### config.mk
export PLATFORM = sky130hd
export DESIGN_NAME = pwl_jerk_integrator_flat
export DESIGN_NICKNAME = d
export VERILOG_FILES = /design/src/rtl/pwl_jerk_integrator_if.sv /design/src/rtl/pwl_jerk_integrator.sv /design/src/flat_wrapper.sv
export SDC_FILE = /design/constraint.sdc
export NUM_CORES = 2
export LEC_CHECK = 0
export BUFFER_PORTS_ARGS = -buffer_cell sky130_fd_sc_hd__buf_2
export CAP_MARGIN = 40
export CORE_AREA = 2 2 351 353
export CTS_CLUSTER_DIAMETER = 200
export DETAILED_ROUTE_END_ITERATION = 8
export DIE_AREA = 0 0 353 355
export GPL_TIMING_DRIVEN = 0
export SLEW_MARGIN = 5
export SYNTH_ARGS = -nofsm -noshare
export SYNTH_HDL_FRONTEND = slang
export SYNTH_SLANG_ARGS = --single-unit
### constraint.sdc
create_clock -name clk -period 18.55 [get_ports clk]
set_input_delay 0 -clock clk [delete_from_list [all_inputs] [get_ports clk]]
set_output_delay 0 -clock clk [all_outputs]
set_load 0.005 [all_outputs]
### src/rtl/pwl_jerk_integrator_if.sv
`default_nettype none
// +-----------------------------------------------------------------------------+
// | Module   : pwl_jerk_integrator_if                                           |
// | Purpose  : Host-side bundle of the jerk integrator: load/start controls,    |
// |            runtime coefficients, state outputs and status flags.           |
// | Revision : 1.0  initial release                                             |
// +-----------------------------------------------------------------------------+
interface pwl_jerk_integrator_if #(
  parameter int W = 22
);
  logic                load_enable;
  logic signed [W-1:0] x0;
  logic signed [W-1:0] y0;
  logic signed [W-1:0] z0;
  logic                start;
  logic signed [W-1:0] a;
  logic signed [W-1:0] b;
  logic signed [W-1:0] c;
  logic signed [W-1:0] d;
  logic signed [W-1:0] q;
  logic signed [W-1:0] m;
  logic signed [W-1:0] dt;
  logic                busy;
  logic                done;
  logic signed [W-1:0] o_x;
  logic signed [W-1:0] o_y;
  logic signed [W-1:0] o_z;
  logic                ovf;

  // Host / load logic side
  modport master (
    output load_enable, x0, y0, z0, start, a, b, c, d, q, m, dt,
    input  busy, done, o_x, o_y, o_z, ovf
  );

  // Integrator side
  modport slave (
    input  load_enable, x0, y0, z0, start, a, b, c, d, q, m, dt,
    output busy, done, o_x, o_y, o_z, ovf
  );
endinterface
`default_nettype wire

### src/rtl/pwl_jerk_integrator.sv
`default_nettype none
// +-----------------------------------------------------------------------------+
// | Module   : pwl_jerk_integrator                                              |
// | Purpose  : Time-multiplexed explicit-Euler step of the piecewise-linear     |
// |            jerk system x'=y, y'=z, z'=d*f(x)-a*x-b*y-c*z using one shared  |
// |            signed multiplier sequenced over eight cycles.                  |
// | Options  : PWL_SAT_EN - defined: every width reduction saturates;          |
// |            undefined: reductions wrap (two's-complement truncation).       |
// | Revision : 1.0  initial release                                             |
// +-----------------------------------------------------------------------------+
module pwl_jerk_integrator #(
  parameter int W    = 22,
  parameter int FRAC = 18,
  parameter int INIT = 26214
) (
  input  logic                 clk,
  input  logic                 reset,
  pwl_jerk_integrator_if.slave bus
);

  localparam int PW = 2 * W;
  localparam int AW = W + 3;

  localparam logic signed [PW-1:0] C_MAX  = {{(W+1){1'b0}}, {(W-1){1'b1}}};
  localparam logic signed [PW-1:0] C_MIN  = {{(W+1){1'b1}}, {(W-1){1'b0}}};
  localparam logic signed [W-1:0]  C_ONE  = W'(1 << FRAC);
  localparam logic signed [W-1:0]  C_INIT = W'(INIT);

  typedef enum logic [3:0] {
    S_IDLE = 4'd0,
    S_NL   = 4'd1,
    S_D    = 4'd2,
    S_A    = 4'd3,
    S_B    = 4'd4,
    S_C    = 4'd5,
    S_UX   = 4'd6,
    S_UY   = 4'd7,
    S_UZ   = 4'd8
  } state_t;

  // Narrow a sign-extended value to W bits; MSB of the result flags a value change.
  function automatic logic [W:0] reduce(input logic signed [PW-1:0] v);
    logic         ov;
    logic [W-1:0] r;
    ov = (v > C_MAX) || (v < C_MIN);
    r  = v[W-1:0];
`ifdef PWL_SAT_EN
    if (v > C_MAX)      r = C_MAX[W-1:0];
    else if (v < C_MIN) r = C_MIN[W-1:0];
`endif
    return {ov, r};
  endfunction

  state_t              state_q, state_d;
  logic signed [W-1:0] x_q, x_d, y_q, y_d, z_q, z_d;
  logic signed [W-1:0] xn_q, xn_d, yn_q, yn_d;
  logic signed [W-1:0] f_q, f_d, fz_q, fz_d;
  logic signed [AW-1:0] acc_q, acc_d;
  logic signed [W-1:0] a_q, a_d, b_q, b_d, c_q, c_d, d_q, d_d;
  logic signed [W-1:0] q_q, q_d, m_q, m_d, dt_q, dt_d;
  logic                ovf_q, ovf_d;
  logic                done_q, done_d;

  logic signed [W-1:0]  w_mul_a, w_mul_b, w_base;
  logic signed [PW-1:0] w_prod, w_prod_sh;
  logic signed [W-1:0]  w_prod_red;
  logic                 w_prod_ovf;
  logic signed [AW-1:0] w_prod_ext, w_acc_next;
  logic signed [W-1:0]  w_fz_red;
  logic                 w_fz_ovf;
  logic signed [W:0]    w_sum;
  logic signed [W-1:0]  w_sum_red;
  logic                 w_sum_ovf;
  logic signed [W:0]    w_x_ext, w_nq;
  logic                 w_x_ge_q, w_x_le_nq;

  // Route the operand pair for the single multiply of the current step phase.
  always_comb begin
    w_mul_a = '0;
    w_mul_b = '0;
    w_base  = z_q;
    case (state_q)
      S_NL: begin w_mul_a = m_q;  w_mul_b = x_q;  end
      S_D:  begin w_mul_a = d_q;  w_mul_b = f_q;  end
      S_A:  begin w_mul_a = a_q;  w_mul_b = x_q;  end
      S_B:  begin w_mul_a = b_q;  w_mul_b = y_q;  end
      S_C:  begin w_mul_a = c_q;  w_mul_b = z_q;  end
      S_UX: begin w_mul_a = dt_q; w_mul_b = y_q;  w_base = x_q; end
      S_UY: begin w_mul_a = dt_q; w_mul_b = z_q;  w_base = y_q; end
      S_UZ: begin w_mul_a = dt_q; w_mul_b = fz_q; w_base = z_q; end
      default: ;
    endcase
  end

  // Product is floored back to Q format, then narrowed to W bits.
  assign w_prod    = w_mul_a * w_mul_b;
  assign w_prod_sh = w_prod >>> FRAC;
  assign {w_prod_ovf, w_prod_red} = reduce(w_prod_sh);
  assign w_prod_ext = {{3{w_prod_red[W-1]}}, w_prod_red};

  // D starts a fresh accumulation; A, B, C subtract from it.
  assign w_acc_next = (state_q == S_D) ? w_prod_ext : (acc_q - w_prod_ext);
  assign {w_fz_ovf, w_fz_red} = reduce({{(PW-AW){w_acc_next[AW-1]}}, w_acc_next});

  // State update sum shared by the three Euler phases.
  assign w_sum = {w_base[W-1], w_base} + {w_prod_red[W-1], w_prod_red};
  assign {w_sum_ovf, w_sum_red} = reduce({{(PW-W-1){w_sum[W]}}, w_sum});

  // Breakpoint comparisons; -q is formed one bit wider so it cannot overflow.
  assign w_x_ext   = {x_q[W-1], x_q};
  assign w_nq      = -{q_q[W-1], q_q};
  assign w_x_ge_q  = (x_q >= q_q);
  assign w_x_le_nq = (w_x_ext <= w_nq);

  // Sequencer next-state and datapath register updates.
  always_comb begin
    state_d = state_q;
    x_d     = x_q;
    y_d     = y_q;
    z_d     = z_q;
    xn_d    = xn_q;
    yn_d    = yn_q;
    f_d     = f_q;
    fz_d    = fz_q;
    acc_d   = acc_q;
    a_d     = a_q;
    b_d     = b_q;
    c_d     = c_q;
    d_d     = d_q;
    q_d     = q_q;
    m_d     = m_q;
    dt_d    = dt_q;
    ovf_d   = ovf_q;
    done_d  = 1'b0;
    case (state_q)
      S_IDLE: begin
        if (bus.load_enable) begin
          x_d = bus.x0;
          y_d = bus.y0;
          z_d = bus.z0;
        end else if (bus.start) begin
          a_d     = bus.a;
          b_d     = bus.b;
          c_d     = bus.c;
          d_d     = bus.d;
          q_d     = bus.q;
          m_d     = bus.m;
          dt_d    = bus.dt;
          state_d = S_NL;
        end
      end
      S_NL: begin
        if (w_x_ge_q) begin
          f_d = C_ONE;
        end else if (w_x_le_nq) begin
          f_d = -C_ONE;
        end else begin
          f_d   = w_prod_red;
          ovf_d = ovf_q | w_prod_ovf;
        end
        state_d = S_D;
      end
      S_D: begin
        acc_d   = w_acc_next;
        ovf_d   = ovf_q | w_prod_ovf;
        state_d = S_A;
      end
      S_A: begin
        acc_d   = w_acc_next;
        ovf_d   = ovf_q | w_prod_ovf;
        state_d = S_B;
      end
      S_B: begin
        acc_d   = w_acc_next;
        ovf_d   = ovf_q | w_prod_ovf;
        state_d = S_C;
      end
      S_C: begin
        acc_d   = w_acc_next;
        fz_d    = w_fz_red;
        ovf_d   = ovf_q | w_prod_ovf | w_fz_ovf;
        state_d = S_UX;
      end
      S_UX: begin
        xn_d    = w_sum_red;
        ovf_d   = ovf_q | w_prod_ovf | w_sum_ovf;
        state_d = S_UY;
      end
      S_UY: begin
        yn_d    = w_sum_red;
        ovf_d   = ovf_q | w_prod_ovf | w_sum_ovf;
        state_d = S_UZ;
      end
      S_UZ: begin
        // All three states commit together so every update saw old values.
        x_d     = xn_q;
        y_d     = yn_q;
        z_d     = w_sum_red;
        ovf_d   = ovf_q | w_prod_ovf | w_sum_ovf;
        done_d  = 1'b1;
        state_d = S_IDLE;
      end
      default: state_d = S_IDLE;
    endcase
  end

  // State register; reset discards any in-flight step.
  always_ff @(posedge clk or negedge reset) begin
    if (!reset) begin
      state_q <= S_IDLE;
      x_q     <= C_INIT;
      y_q     <= C_INIT;
      z_q     <= C_INIT;
      xn_q    <= '0;
      yn_q    <= '0;
      f_q     <= '0;
      fz_q    <= '0;
      acc_q   <= '0;
      a_q     <= '0;
      b_q     <= '0;
      c_q     <= '0;
      d_q     <= '0;
      q_q     <= '0;
      m_q     <= '0;
      dt_q    <= '0;
      ovf_q   <= 1'b0;
      done_q  <= 1'b0;
    end else begin
      state_q <= state_d;
      x_q     <= x_d;
      y_q     <= y_d;
      z_q     <= z_d;
      xn_q    <= xn_d;
      yn_q    <= yn_d;
      f_q     <= f_d;
      fz_q    <= fz_d;
      acc_q   <= acc_d;
      a_q     <= a_d;
      b_q     <= b_d;
      c_q     <= c_d;
      d_q     <= d_d;
      q_q     <= q_d;
      m_q     <= m_d;
      dt_q    <= dt_d;
      ovf_q   <= ovf_d;
      done_q  <= done_d;
    end
  end

  assign bus.busy = (state_q != S_IDLE);
  assign bus.done = done_q;
  assign bus.o_x  = x_q;
  assign bus.o_y  = y_q;
  assign bus.o_z  = z_q;
  assign bus.ovf  = ovf_q;

endmodule
`default_nettype wire
### src/flat_wrapper.sv
// flat-port wrapper written by rule: the top's interface ports become plain ports
module pwl_jerk_integrator_flat 
#(
  parameter int W    = 22,
  parameter int FRAC = 18,
  parameter int INIT = 26214
)
  (clk, reset, bus_load_enable, bus_x0, bus_y0, bus_z0, bus_start, bus_a, bus_b, bus_c, bus_d, bus_q, bus_m, bus_dt, bus_busy, bus_done, bus_o_x, bus_o_y, bus_o_z, bus_ovf);
  pwl_jerk_integrator_if #(.W(W)) bus_i ();
  input  logic clk;
  input  logic reset;
  input wire logic [$bits(bus_i.load_enable)-1:0] bus_load_enable;
  input wire logic [$bits(bus_i.x0)-1:0] bus_x0;
  input wire logic [$bits(bus_i.y0)-1:0] bus_y0;
  input wire logic [$bits(bus_i.z0)-1:0] bus_z0;
  input wire logic [$bits(bus_i.start)-1:0] bus_start;
  input wire logic [$bits(bus_i.a)-1:0] bus_a;
  input wire logic [$bits(bus_i.b)-1:0] bus_b;
  input wire logic [$bits(bus_i.c)-1:0] bus_c;
  input wire logic [$bits(bus_i.d)-1:0] bus_d;
  input wire logic [$bits(bus_i.q)-1:0] bus_q;
  input wire logic [$bits(bus_i.m)-1:0] bus_m;
  input wire logic [$bits(bus_i.dt)-1:0] bus_dt;
  output wire logic [$bits(bus_i.busy)-1:0] bus_busy;
  output wire logic [$bits(bus_i.done)-1:0] bus_done;
  output wire logic [$bits(bus_i.o_x)-1:0] bus_o_x;
  output wire logic [$bits(bus_i.o_y)-1:0] bus_o_y;
  output wire logic [$bits(bus_i.o_z)-1:0] bus_o_z;
  output wire logic [$bits(bus_i.ovf)-1:0] bus_ovf;
  assign bus_i.load_enable = bus_load_enable;
  assign bus_i.x0 = bus_x0;
  assign bus_i.y0 = bus_y0;
  assign bus_i.z0 = bus_z0;
  assign bus_i.start = bus_start;
  assign bus_i.a = bus_a;
  assign bus_i.b = bus_b;
  assign bus_i.c = bus_c;
  assign bus_i.d = bus_d;
  assign bus_i.q = bus_q;
  assign bus_i.m = bus_m;
  assign bus_i.dt = bus_dt;
  assign bus_busy = bus_i.busy;
  assign bus_done = bus_i.done;
  assign bus_o_x = bus_i.o_x;
  assign bus_o_y = bus_i.o_y;
  assign bus_o_z = bus_i.o_z;
  assign bus_ovf = bus_i.ovf;
  pwl_jerk_integrator #(.W(W), .FRAC(FRAC), .INIT(INIT)) u_core (.clk(clk), .reset(reset), .bus(bus_i));
endmodule
[Yosys cells after proc, flatten, opt, wreduce, memory -nomap -nowiden]
Cells that the tools add are included.
Operators by class
  reduce and logical (&&, ||, !) cells: 17
  $add $sub $neg: 3
  equal/unequal tests: 13
  bitwise operators: 4
  magnitude comparators: 8
  mux-type cells: 19
  $mul: 1
Operators by type and width (count)
  22-bit one-hot mux with 2 select lines: 4
  22-bit one-hot mux with 6 select lines: 1
  22-bit two-way mux: 5
  22-bit one-hot mux with 5 select lines: 1
  22-bit by 22-bit multiplier with 44-bit output: 1
  4-bit one-hot mux with 8 select lines: 1
  26-bit by 22-bit greater-than comparator with 1-bit output, second input constant: 1
  26-bit by 22-bit < comparator with 1-bit output, second input constant: 1
  25-bit by 22-bit greater-than comparator with 1-bit output, second input constant: 1
  25-bit by 22-bit < comparator with 1-bit output, second input constant: 1
  25-bit two-way mux: 1
  25-bit by 22-bit subtractor with 25-bit output: 1
  22-bit by 22-bit adder with 23-bit output: 1
  23-bit by 22-bit greater-than comparator with 1-bit output, second input constant: 1
  22-bit by 23-bit <= comparator with 1-bit output: 1
  23-bit by 22-bit < comparator with 1-bit output, second input constant: 1
  23-bit negator: 1
  22-bit >= comparator: 1
  4-bit by 3-bit equality test with 1-bit output, second input constant: 4
  2-bit inequality test, second input constant: 5
  4-bit by 2-bit equality test with 1-bit output, second input constant: 2
  4-bit two-way mux: 2
  4-bit nonzero test: 2
  3-bit AND reduction: 2
  other kinds (13): 23
Word-level totals
  input port bits: 224
  output and inout port bits: 69
  register bits: 339

[Depth between registers and ports, before layout]
  depth after elaboration: 10
  mapped depth: 50
  depth with buffers taken out: 45

[Least setup slack after synthesis]
OpenSTA, ideal clock, no wires.
  path type: reg-to-reg
  start: register u_core.state_q[2]
  end: register u_core.ovf_q (netlist: u_core.bus.ovf)
  library setup time: 0.101 ns
  setup slack: 7.156 ns
  path buffers: 6
  data arrival time: 11.293 ns
  clock period less this slack: 11.394 ns
  cell stages (with the launch flop): 48
  path through: dfrtp_1 buf_4 clkbuf_1 nor2b_1 and2_1 clkbuf_1 nor2b_1 clkbuf_1 nand2_1 nand4_1 clkbuf_1 nand2_1 fa_1 inv_1 fa_1 inv_1 fa_1 inv_1 [12 not listed] a211oi_1 or2_2 a31oi_1 xnor2_1 inv_1 ha_1 a21oi_1 nor2_1 or4b_2 o31ai_1 nand2_1 a31oi_1 o21ai_2 a31o_2 a221oi_2 o2bb2ai_1 nor4_1 o311ai_2
Between the ends
  cells in the longest elaborated chain, start to end: 10
  elaborated cells between the ends (all ways): 39
  those cells by class: add/sub (2); mul (1); order compare (6); eq/ne (10); mux (7); bitwise (3); reduce/logical (10)
Ends and longest elaborated chain
  from (decl): RTL line pwl_jerk_integrator.sv:54  | state_t state_q, state_d;
  from (signal assigned): RTL line pwl_jerk_integrator.sv:229  | state_q <= state_d;
  4-bit equality test, or another cell as far along: RTL line pwl_jerk_integrator.sv:82, pwl_jerk_integrator.sv:135
  3-bit OR reduction (no line) / 2-bit OR reduction (equally long branches)
  22-bit one-hot mux with 6 select lines / 22-bit one-hot mux with 5 select lines (equally long branches): RTL line pwl_jerk_integrator.sv:82  | case (state_q)
  22-bit by 22-bit multiplier with 44-bit output: RTL line pwl_jerk_integrator.sv:96  | assign w_prod = w_mul_a * w_mul_b;
  25-bit by 22-bit subtractor with 25-bit output, or another cell as far along: RTL line pwl_jerk_integrator.sv:102  | assign w_acc_next = (state_q == S_D) ? w_prod_ext : (acc_q - w_prod_ext);
  25-bit two-way mux / 1-bit logical OR (equally long branches): RTL line pwl_jerk_integrator.sv:102, pwl_jerk_integrator.sv:45
  25-bit by 22-bit greater-than comparator with 1-bit output, or another cell as far along: RTL line pwl_jerk_integrator.sv:45  | ov = (v > C_MAX) || (v < C_MIN);
  1-bit logical OR / 1-bit two-way mux (equally long branches): RTL line pwl_jerk_integrator.sv:45, pwl_jerk_integrator.sv:155
  1-bit OR / 1-bit two-way mux (equally long branches): RTL line pwl_jerk_integrator.sv:181, pwl_jerk_integrator.sv:153
  1-bit one-hot mux with 4 select lines: RTL line pwl_jerk_integrator.sv:135  | case (state_q)
  to (signal assigned): RTL line pwl_jerk_integrator.sv:245  | ovf_q <= ovf_d;
  to (decl): RTL line pwl_jerk_integrator.sv:61  | logic ovf_q, ovf_d;
Parallel ways exist; a longest one is shown, timed or not. The select of a mux whose other input is x is not followed.
A chain may end at the register's enable or synchronous reset.

[Worst setup path in the final report]
Same ends and word-level chain as after synthesis.

==> impl_metrics.toml <==
[detailed_routing]
vias_per_cell = 5.11
routed_wl_um = 131000
dr_total_vias = 31500
drc = 0
routedWlPerCell_um = 21.4
dr.pass1.iters = 6
antenna_left = 0
drt_iter0_drc = 2561

[synth]
async_flop_share_pct = 100
muxShareOfSynthArea_pct = 5.78
synth_area_sq_mm = 0.0363
yosys.area_share.simple_pct = 14.1
synthXorXnorAreaFrac_pct = 2.46
yosysSeqAreaShare_pct = 23.5
yosysWarnings = 0
synth_ff_type = "dfrtp_1"
synth_fp_nets = 4869
synth_cell_types = 89
synth_adder_area_share_pct = 35.1
synth-compound-area-share_pct = 10.3
synth_area_per_cell_sq_um = 9.24
synth_top_family_by_area = "adder cells"
synth-seq-cells = 339
syn_inst = 3928
synth.top_cell.area_share_pct = 27.7
yosys-top-cells-area = "fa_1 (28%), dfrtp_1 (22%), ha_1 (7.4%)"
yosys.area.top_type = "fa_1"
synth_edf_count = 0

[critical_path]
critPathMostFrequentCell = "fa_1"
crit_required_ps = 19070
start_kind = "flip-flop"
worst-r2r-setup-slack_ps = 3510
worstPathMaxFanout = 10
critical-path-top-delay-family = "adder cells"
crit_type = "reg -> reg"
max_stage_delay_ps = 680
crit_slowest_cell = "clkbuf_1"
crit_path_end_kind = "flip-flop"
worstPathArrival_ps = 15560
worstPathBufferInverterCount = 10

[sta]
fin_crit_ps = 15040
max_freq_mhz = 66.5
hold_violations = 0
slew_viol_final = 0
fin_tns_setup_ps = 0
timing.slew.headroom_pct = 29.2
worstMarginPinSlew_ps = 1060
setup_violations = 0
finalClockSkew_ps = 21.9
final.period_utilization_pct = 81.1
grt_setup_unrepaired = "false"

[floorplan]
core_sq_mm = 0.121
start_util_pct = 29.9
rows = 128
die_w_um = 353
ios = 293
die_y_um = 355
dieArea_sq_mm = 0.125

[clock_network]
clkSinkCount = 339
htreeDepth = 1
clock_path_buffers = 3
insertion_delay_ps = 640
numCtsBuffers = 31
cts_tree = "done"
ctsResizeCount = 0
cts-root-buf = "clkbuf_16"
cts.clk_slew.worst_paths_ps = 70

[finish]
drive_gt1_share_pct = 13.0
largest_reg_flops = 25
regMostFlops = "u_core.acc_q"
nets = 5445
area_growth_pct = 19.6
fillers = 12500

[global_routing]
antenna_found_initial = 5
grt_max_degree = 110
grt_pass1_vias = 32400
grt_first_pass_wirelength_um = 200000
grt_use_total_pct = 20.8
grt_overflow_total = 0

[placed_design]
dpl.hpwl_um = 107000
gp_congestion = 0.964
numPortBuffers = 292

[hold_path]
hold_path_class = "in -> reg"

[run_status]
status = "finished clean"

[job]
drv_cap = 0
[cell type report]
| type | instances | area, sq um | share of cell area, % |
|---|---|---|---|
| inverter | 645 | 2420 | 5.58 |
| multi-input combinational | 2746 | 24600 | 56.7 |
| sequential | 339 | 8510 | 19.6 |
| clock buffer | 42 | 897 | 2.07 |
| antenna | 1 | 2.50 | 0.00576 |
| timing repair buffer | 543 | 4070 | 9.37 |
| buffer | 198 | 763 | 1.76 |
| clock inverter | 14 | 119 | 0.274 |
| tap | 1625 | 2030 | 4.68 |
[cells by family after synthesis]
kind of cell / count (synthesis)
buf+inv: 843
simple gates: 1167
compound gates: 570
xor+xnor: 101
mux: 190
fa+ha+maj: 718
flops: 339
[cells in the mapped netlist (all sizes together) (16+ instances only)]
cell type,number
a21o,26
inv,644
and4,28
nand2,566
nand4,42
o21ai,188
xnor2,67
o22ai,52
mux2i,32
a222oi,27
nor3,38
o21a,22
and2,17
nor2,336
clkbuf,178
nand3,28
a22o,19
dfstp,24
ha,215
nor2b,16
mux2,158
nand2b,21
dfrtp,315
buf,20
a21oi,101
a22oi,35
fa,502
xor2,34
[layout by cell type, fill, tap and decap left out, drive strengths merged, types with 24 or more instances in the layout]
cell type / netlist / layout
fa: 502 / 502
and4: 28 / 28
nor2: 336 / 336
ha: 215 / 215
mux2i: 32 / 32
a22oi: 35 / 35
clkbuf: 178 / 220
inv: 644 / 645
o21ai: 188 / 188
nor3: 38 / 38
xor2: 34 / 34
dfstp: 24 / 24
nand3: 28 / 28
nand2: 566 / 566
a222oi: 27 / 27
mux2: 158 / 158
xnor2: 67 / 67
o22ai: 52 / 52
a21o: 26 / 26
nand4: 42 / 42
dlygate4sd3: 0 / 224
buf: 20 / 339
a21oi: 101 / 101
dfrtp: 315 / 315
[path summary, 6_finish.rpt]
| path | startpoint | to | cells past startpoint |
|---|---|---|---|
| min in group asynchronous | reset | u_core.q_q[12] | 4 |
| worst max register to register | u_core.state_q[2] | u_core.bus.ovf | 45 |
| worst min register to register | u_core.xn_q[4] | u_core.xn_q[4] | 2 |
| worst min-delay path | bus_q[16] | u_core.q_q[16] | 3 |
| worst max-delay path | u_core.state_q[2] | u_core.bus.ovf | 45 |
| max in group asynchronous | reset | u_core.c_q[17] | 4 |
[layer usage]
| metal | part of all wire (%) | vias up | GRT usage [%] |
|---|---|---|---|
| li1 | - | 13800 | - |
| met2 | 47 | 1366 | 34.6 |
| met1 | 40 | 15900 | 26.5 |
| met3 | 7.0 | 371 | 2.69 |
| met4 | 6.5 | 0 | 11.1 |
| met5 | 0 | - | 0 |
[metrics by stage]
| step | hold slack (ps) | area (sq um) | std cells | util [%] | setup WS, ps |
|---|---|---|---|---|---|
| global placement | 232 | 39800 | 5845 | 32.8 | 3830 |
| CTS | 105 | 43400 | 6151 | 35.8 | 3750 |
| finish | 125 | 43400 | 6153 | 35.8 | 3510 |
| global route | 125 | 43400 | 6153 | 35.8 | 2900 |
| detailed placement | -73.5 | 40100 | 5870 | 33.1 | 3820 |
| floorplan | -296 | 36300 | 3928 | - | 7160 |
[worst reg2reg max path: cells and delay by family (launching register included)]
| kind | cells | cell delay [ps] |
|---|---|---|
| adder cells (fa/ha/maj) | 9 | 4400 |
| XOR/XNOR | 1 | 300 |
| AO/OA/AOI/OAI | 13 | 3380 |
| flip-flops | 1 | 440 |
| AND/OR/NAND/NOR | 12 | 3490 |
| buffers and inverters | 10 | 2910 |
[what timing repair did]
item / 4_1_cts / 5_1_grt
hold buffers: 225 / 0
hold endpoints to repair: 536 / 0
buffers inserted: 0 / 0
Power is left out: the tool's default activity adds up to more than one toggle a clock period on the data nets, which glitch-free logic cannot reach.
